--- src/rtl/mem_access_stage.sv ---
// MEM pipeline stage: drives data-memory loads/stores over a req/ack handshake,
// stalls upstream while an access is outstanding and registers the MEM/WB boundary.

module mem_lane #(
  parameter int VEC_W = 8
) (
  input  logic             sel,
  input  logic             is_byte,
  input  logic [VEC_W-1:0] byte0,
  input  logic [VEC_W-1:0] lane_byte,
  output logic             be,
  output logic [VEC_W-1:0] wdata
);
  // Byte stores replicate the low store byte into every lane and enable only one.
  assign be    = is_byte ? sel : 1'b1;
  assign wdata = is_byte ? byte0 : lane_byte;
endmodule

module mem_access_stage #(
  parameter int ADDR_W  = 32,
  parameter int TIMEOUT = 255
) (
  input  logic              clk,
  input  logic              rst_n,
  input  logic [63:0]       EXE_MEM_Result,
  input  logic [63:0]       EXE_MEM_Treg,
  input  logic [4:0]        EXE_MEM_DstReg,
  input  logic [4:0]        EXE_MEM_FP_DstReg,
  input  logic              EXE_MEM_MemRead,
  input  logic              EXE_MEM_MemWrite,
  input  logic              EXE_MEM_MemtoReg,
  input  logic              EXE_MEM_RegWrite,
  input  logic              EXE_MEM_Byte,
  input  logic              EXE_MEM_JmpandLink,
  output logic              dmem_req,
  output logic              dmem_we,
  output logic [ADDR_W-1:0] dmem_addr,
  output logic [63:0]       dmem_wdata,
  output logic [7:0]        dmem_be,
  input  logic              dmem_ack,
  input  logic [63:0]       dmem_rdata,
  output logic              mem_stall,
  output logic              mem_err,
  output logic [63:0]       MEM_WB_Result,
  output logic [63:0]       MEM_WB_ReadData,
  output logic [4:0]        MEM_WB_DstReg,
  output logic [4:0]        MEM_WB_FP_DstReg,
  output logic              MEM_WB_MemtoReg,
  output logic              MEM_WB_RegWrite,
  output logic              MEM_WB_JmpandLink
);
  localparam int NUM_LANES = 8;
  localparam int VEC_W     = 8;
  localparam int CNT_W     = (TIMEOUT < 2) ? 1 : $clog2(TIMEOUT + 1);

  typedef enum logic [1:0] {IDLE, ACCESS, DONE} state_t;

  typedef struct packed {
    logic              we;
    logic [ADDR_W-1:0] addr;
    logic [63:0]       wdata;
    logic [7:0]        be;
    logic              is_byte;
    logic [2:0]        lane;
  } dreq_t;

  state_t     state_q, state_d;
  dreq_t      req_d, req_q;
  logic       req_vld_q;
  logic [CNT_W-1:0] cnt_q;
  logic [63:0] hold_q;
  logic       abort_q;
  logic       op, start, ack_hit, tmo_hit, tmo;

  logic [NUM_LANES-1:0][VEC_W-1:0] treg_b, wdata_b, rdata_b;
  logic [NUM_LANES-1:0]            be_b;
  logic [VEC_W-1:0]                rbyte;
  logic [63:0]                     load_fmt;

  assign op      = EXE_MEM_MemRead | EXE_MEM_MemWrite;
  assign treg_b  = EXE_MEM_Treg;
  assign rdata_b = dmem_rdata;

  for (genvar i = 0; i < NUM_LANES; i++) begin : g_lane
    mem_lane #(.VEC_W(VEC_W)) u_lane (
      .sel      (EXE_MEM_Result[2:0] == 3'(i)),
      .is_byte  (EXE_MEM_Byte),
      .byte0    (EXE_MEM_Treg[7:0]),
      .lane_byte(treg_b[i]),
      .be       (be_b[i]),
      .wdata    (wdata_b[i])
    );
  end

  always_comb begin
    req_d         = '0;
    req_d.we      = EXE_MEM_MemWrite;
    req_d.addr    = {EXE_MEM_Result[ADDR_W-1:3], 3'b000};
    req_d.wdata   = wdata_b;
    req_d.be      = be_b;
    req_d.is_byte = EXE_MEM_Byte;
    req_d.lane    = EXE_MEM_Result[2:0];
  end

  // Lane comes from the captured request so formatting never depends on upstream holding.
  assign rbyte    = rdata_b[req_q.lane];
  assign load_fmt = req_q.is_byte ? {{56{rbyte[7]}}, rbyte} : dmem_rdata;
  assign tmo      = (TIMEOUT != 0) && (cnt_q == CNT_W'(TIMEOUT - 1));

  assign dmem_req   = req_vld_q;
  assign dmem_we    = req_q.we;
  assign dmem_addr  = req_q.addr;
  assign dmem_wdata = req_q.wdata;
  assign dmem_be    = req_q.be;

  always_ff @(posedge clk or negedge rst_n) begin
    if (!rst_n) state_q <= IDLE;
    else        state_q <= state_d;
  end

  always_comb begin
    state_d   = state_q;
    mem_stall = 1'b0;
    start     = 1'b0;
    ack_hit   = 1'b0;
    tmo_hit   = 1'b0;
    case (state_q)
      IDLE: if (op) begin
        mem_stall = 1'b1;
        start     = 1'b1;
        state_d   = ACCESS;
      end
      ACCESS: begin
        mem_stall = 1'b1;
        if (dmem_ack) begin
          ack_hit = 1'b1;
          state_d = DONE;
        end else if (tmo) begin
          tmo_hit = 1'b1;
          state_d = DONE;
        end
      end
      DONE:    state_d = IDLE;
      default: state_d = IDLE;
    endcase
  end

  always_ff @(posedge clk or negedge rst_n) begin
    if (!rst_n) begin
      req_q             <= '0;
      req_vld_q         <= 1'b0;
      cnt_q             <= '0;
      hold_q            <= '0;
      abort_q           <= 1'b0;
      mem_err           <= 1'b0;
      MEM_WB_Result     <= '0;
      MEM_WB_ReadData   <= '0;
      MEM_WB_DstReg     <= '0;
      MEM_WB_FP_DstReg  <= '0;
      MEM_WB_MemtoReg   <= 1'b0;
      MEM_WB_RegWrite   <= 1'b0;
      MEM_WB_JmpandLink <= 1'b0;
    end else begin
      mem_err <= tmo_hit;
      if (start) begin
        req_q     <= req_d;
        req_vld_q <= 1'b1;
        cnt_q     <= '0;
      end
      if (state_q == ACCESS) begin
        if (ack_hit || tmo_hit) req_vld_q <= 1'b0;
        else                    cnt_q     <= cnt_q + 1'b1;
      end
      if (ack_hit && !req_q.we) hold_q  <= load_fmt;
      if (tmo_hit)              abort_q <= 1'b1;

      MEM_WB_Result    <= EXE_MEM_Result;
      MEM_WB_DstReg    <= EXE_MEM_DstReg;
      MEM_WB_FP_DstReg <= EXE_MEM_FP_DstReg;
      if (mem_stall) begin
        MEM_WB_RegWrite   <= 1'b0;
        MEM_WB_MemtoReg   <= 1'b0;
        MEM_WB_JmpandLink <= 1'b0;
      end else begin
        MEM_WB_RegWrite   <= EXE_MEM_RegWrite & ~((state_q == DONE) & abort_q);
        MEM_WB_MemtoReg   <= EXE_MEM_MemtoReg;
        MEM_WB_JmpandLink <= EXE_MEM_JmpandLink;
      end
      if (state_q == DONE) begin
        MEM_WB_ReadData <= hold_q;
        abort_q         <= 1'b0;
      end
    end
  end
endmodule

--- config.mk ---
export PLATFORM = sky130hd
export DESIGN_NAME = mem_access_stage
export DESIGN_NICKNAME = d
export VERILOG_FILES = /design/src/rtl/mem_access_stage.sv
export SDC_FILE = /design/constraint.sdc
export NUM_CORES = 1
export LEC_CHECK = 0
export BUFFER_PORTS_ARGS = -buffer_cell sky130_fd_sc_hd__buf_4
export CAP_MARGIN = 20
export CORE_AREA = 2 2 181 183
export DETAILED_ROUTE_END_ITERATION = 16
export DIE_AREA = 0 0 183 185
export PLACE_DENSITY = 0.75
export SLEW_MARGIN = 20
export SYNTH_ARGS = -nofsm -noshare
export SYNTH_HDL_FRONTEND = slang
export SYNTH_SLANG_ARGS = --single-unit
--- constraint.sdc ---
create_clock -name clk -period 2.45 [get_ports clk]
set_clock_uncertainty 0.2 [all_clocks]
set_input_delay 0.245 -clock clk [delete_from_list [all_inputs] [get_ports clk]]
set_output_delay 0.245 -clock clk [all_outputs]
set_load 0.1 [all_outputs]
==> flow_metrics.tcl <==
set metrics [dict create \
    layout.nets 1954 \
    setup_tns_ns 0 \
    crit_type "register to output port" \
    htree_levels 2 \
    wire_per_inst_um 21.6 \
    fp.coreArea_um2 32000 \
    ys_seq_area_share_pct 60.1 \
    min_path_type "primary input to async pin" \
    cts_sinks 324 \
    numPortBuffers 456 \
    rrSetupSlack_ns 0.22 \
    crit_path_end_kind "output port" \
    drive_gt1_share_pct 34.9 \
    cp_top_family "simple AND/OR/NAND/NOR gates" \
    rsz0062_at_grt "false" \
    ys_seq_elements 324 \
    clk_latency_ns 0.52 \
    worstPathRequired_ns 2.01 \
    worstPathArrival_ns 1.80 \
    worstRegToRegCells 5 \
    hold_viol 0 \
    area_growth_pct 50.1 \
    crit_buf_inv 1 \
    crit_slowest_cell "dfrtp_1" \
    dp_hpwl_mm 28.9 \
    cts_tree "yes" \
    grt.overflow.total 0 \
    clockBufferDepth 3 \
    layout_min_cycle_time_ns 2.24 \
    wl_mm 46.9 \
    die_area_um2 33900 \
    grt_pass1_vias 12000 \
    timing.rr.start "req_q[0]" \
    ant_nets 0 \
    grt_use_total_pct 27.3 \
    report.final.slew_viol_count 0 \
    cpPeakStageDelay_ns 0.42 \
    path_clk_slew_ns 0.06 \
    grt_pass1_wl_mm 69.6 \
    start_kind "register" \
    avgSynthCellArea_um2 11.6 \
    synth_area_um2 13500 \
    gp_congestion 0.885 \
    drc 0 \
    grt_antenna_before_repair 2 \
    viasPerCell 5.18 \
    timing.rr.end "hold_q[21]" \
    die_height_um 185 \
    fmax_mhz 446 \
    numCtsBuffers 37 \
    vias 11300 \
    worstPathCellList "nor2_1, o21ai_4, nand2_1, buf_4" \
    drv_cap 0 \
    fp.dieW_um 183 \
    ioPinCount 460 \
    drtIter0Drc 922 \
    yosysUniqueCellTypes 35 \
    cts.repair.resized 0 \
    max_slew_margin_pct 54.1 \
    ys_warn_count 0 \
    setup_viol 0 \
    status "completed" \
    drt-pass1-iter-count 4 \
    tightest_slew_ns 0.689 \
    grt_max_degree 132 \
    placementRows 66 \
    fin_crit_sh_pct 91.5 \
    critPathMaxFanout 5 \
    cts_root_buf "clkbuf_16" \
    start_util_pct 42.1 \
    netlist_instances 1159 \
]
==> per-stage QoR <==
stage,hold WS (ns),setup WS [ns],instance area (um2),utilization [%],instances
5_1_grt,0.119,0.116,20200,63.2,2175
3_5_place_dp,0.0253,0.283,16600,51.8,1863
4_1_cts,0.0742,0.181,20200,63.1,2173
3_3_place_gp,0.0170,0.352,16600,51.8,1863
2_1_floorplan,-0.251,0.171,13500,-,1161
6_report,0.0869,0.207,20200,63.2,2175
==> kinds of logic (layout without fill, tap and decap cells) <==
family | after synthesis | in the layout | synth area share (%)
AOI/OAI and AO/OA | 149 | 149 | 7.56
adders and majority gates | 2 | 2 | 0.186
buffers and inverters | 242 | 846 | 10.1
DFF | 324 | 324 | 60.1
muxes | 150 | 150 | 13.3
other | 1 | 5 | 0.0278
and+or+nand+nor | 291 | 291 | 8.70
==> synthesized netlist by cell type <==
library cell	count	share of area, %
dfrtp_1	324	60
nand2_1	245	6.8
buf_4	106	5.9
mux2i_1	68	5.0
mux2_2	66	5.5
o21ai_0	62	2.3
inv_1	60	1.7
clkbuf_1	54	1.5
o311ai_1	30	1.9
o311ai_0	28	1.8
nor2_1	19	0.53
mux4_2	14	2.3
buf_2	13	0.48
a21o_1	9	0.50
a211oi_1	7	0.39
a31oi_1	7	0.32
buf_6	5	0.42
nand3_1	5	0.19
and3_1	4	0.19
buf_1	4	0.11
nand3b_1	4	0.22
nand4_1	4	0.19
o21a_1	3	0.17
or3b_2	3	0.19
a21oi_1	2	0.074
ha_1	2	0.19
mux4_1	2	0.39
nand2b_1	2	0.093
and2_1	1	0.046
conb_1	1	0.028
nor2b_1	1	0.046
nor3b_1	1	0.056
nor4_1	1	0.046
o21ai_1	1	0.037
or3b_4	1	0.084
==> routing by layer <==
metal	vias to the layer above	global-route usage [%]	share of wire, %
met5	-	0	0
met4	0	17.9	7.2
met3	171	6.25	7.8
met2	649	46.8	49
met1	5497	30.8	36
li1	4959	-	-
==> worst max-delay path by stage <==
| stage | from | endpoint | slack [ns] | depth (start not counted) |
|---|---|---|---|---|
| CTS | state_q[1] | mem_stall | 0.18 | 4 |
| global placement | req_q[0] | hold_q[13] | 0.35 | 5 |
| detailed placement | req_q[0] | hold_q[13] | 0.28 | 5 |
| global route | state_q[1] | mem_stall | 0.12 | 4 |
| floorplan | dmem_we | hold_q[62] | 0.17 | 6 |
| finish | state_q[1] | mem_stall | 0.21 | 4 |
==> repair_timing <==
action | CTS | global route
hold endpoints to repair | 541 | 0
endpoints found under the setup margin | 0 | 0
hold buffers | 247 | 0
buffers inserted | 0 | 0
==> area by class of cell <==
class	count	area [um2]
repair buffers	723	6190
multi-input cells	595	4040
clock inverters	9	111
diodes	2	5.00
inverters	60	225
flip-flops and latches	324	8110
clock buffers	54	1050
fillers	2241	11800
well taps	408	510
==> cells in the final DEF (no fill, tap or decap), drive strengths merged <==
master and count:
nand3b 4, clkinv 3, o21ai 63, dfrtp 324, diode 2, mux4 16
conb 3, a21o 9, nor3b 1, ha 2, mux2 66, inv 62
nand4 4, nand3 5, nor2b 1, o21a 3, and3 4, nand2 245
nor2 19, clkinvlp 2, buf 476, nor4 1, bufinv 2, and2 1
a21oi 2, dlygate4sd3 247, o311ai 58, clkbuf 54, nand2b 2, a211oi 7
or3b 4, a31oi 7, mux2i 68
==> sequential cells by signal, summed over array words and instances, names as in the netlist, 2 cells and up <==
| register | flops |
|---|---|
| MEM_WB_DstReg | 5 |
| MEM_WB_FP_DstReg | 5 |
| MEM_WB_ReadData | 64 |
| MEM_WB_Result | 64 |
| cnt_q | 8 |
| dmem_addr | 29 |
| dmem_be | 8 |
| dmem_wdata | 64 |
| hold_q | 64 |
| req_q | 4 |
| state_q | 2 |
Power is left out: the tool's default activity adds up to more than one toggle a clock period on the data nets, which glitch-free logic cannot reach.
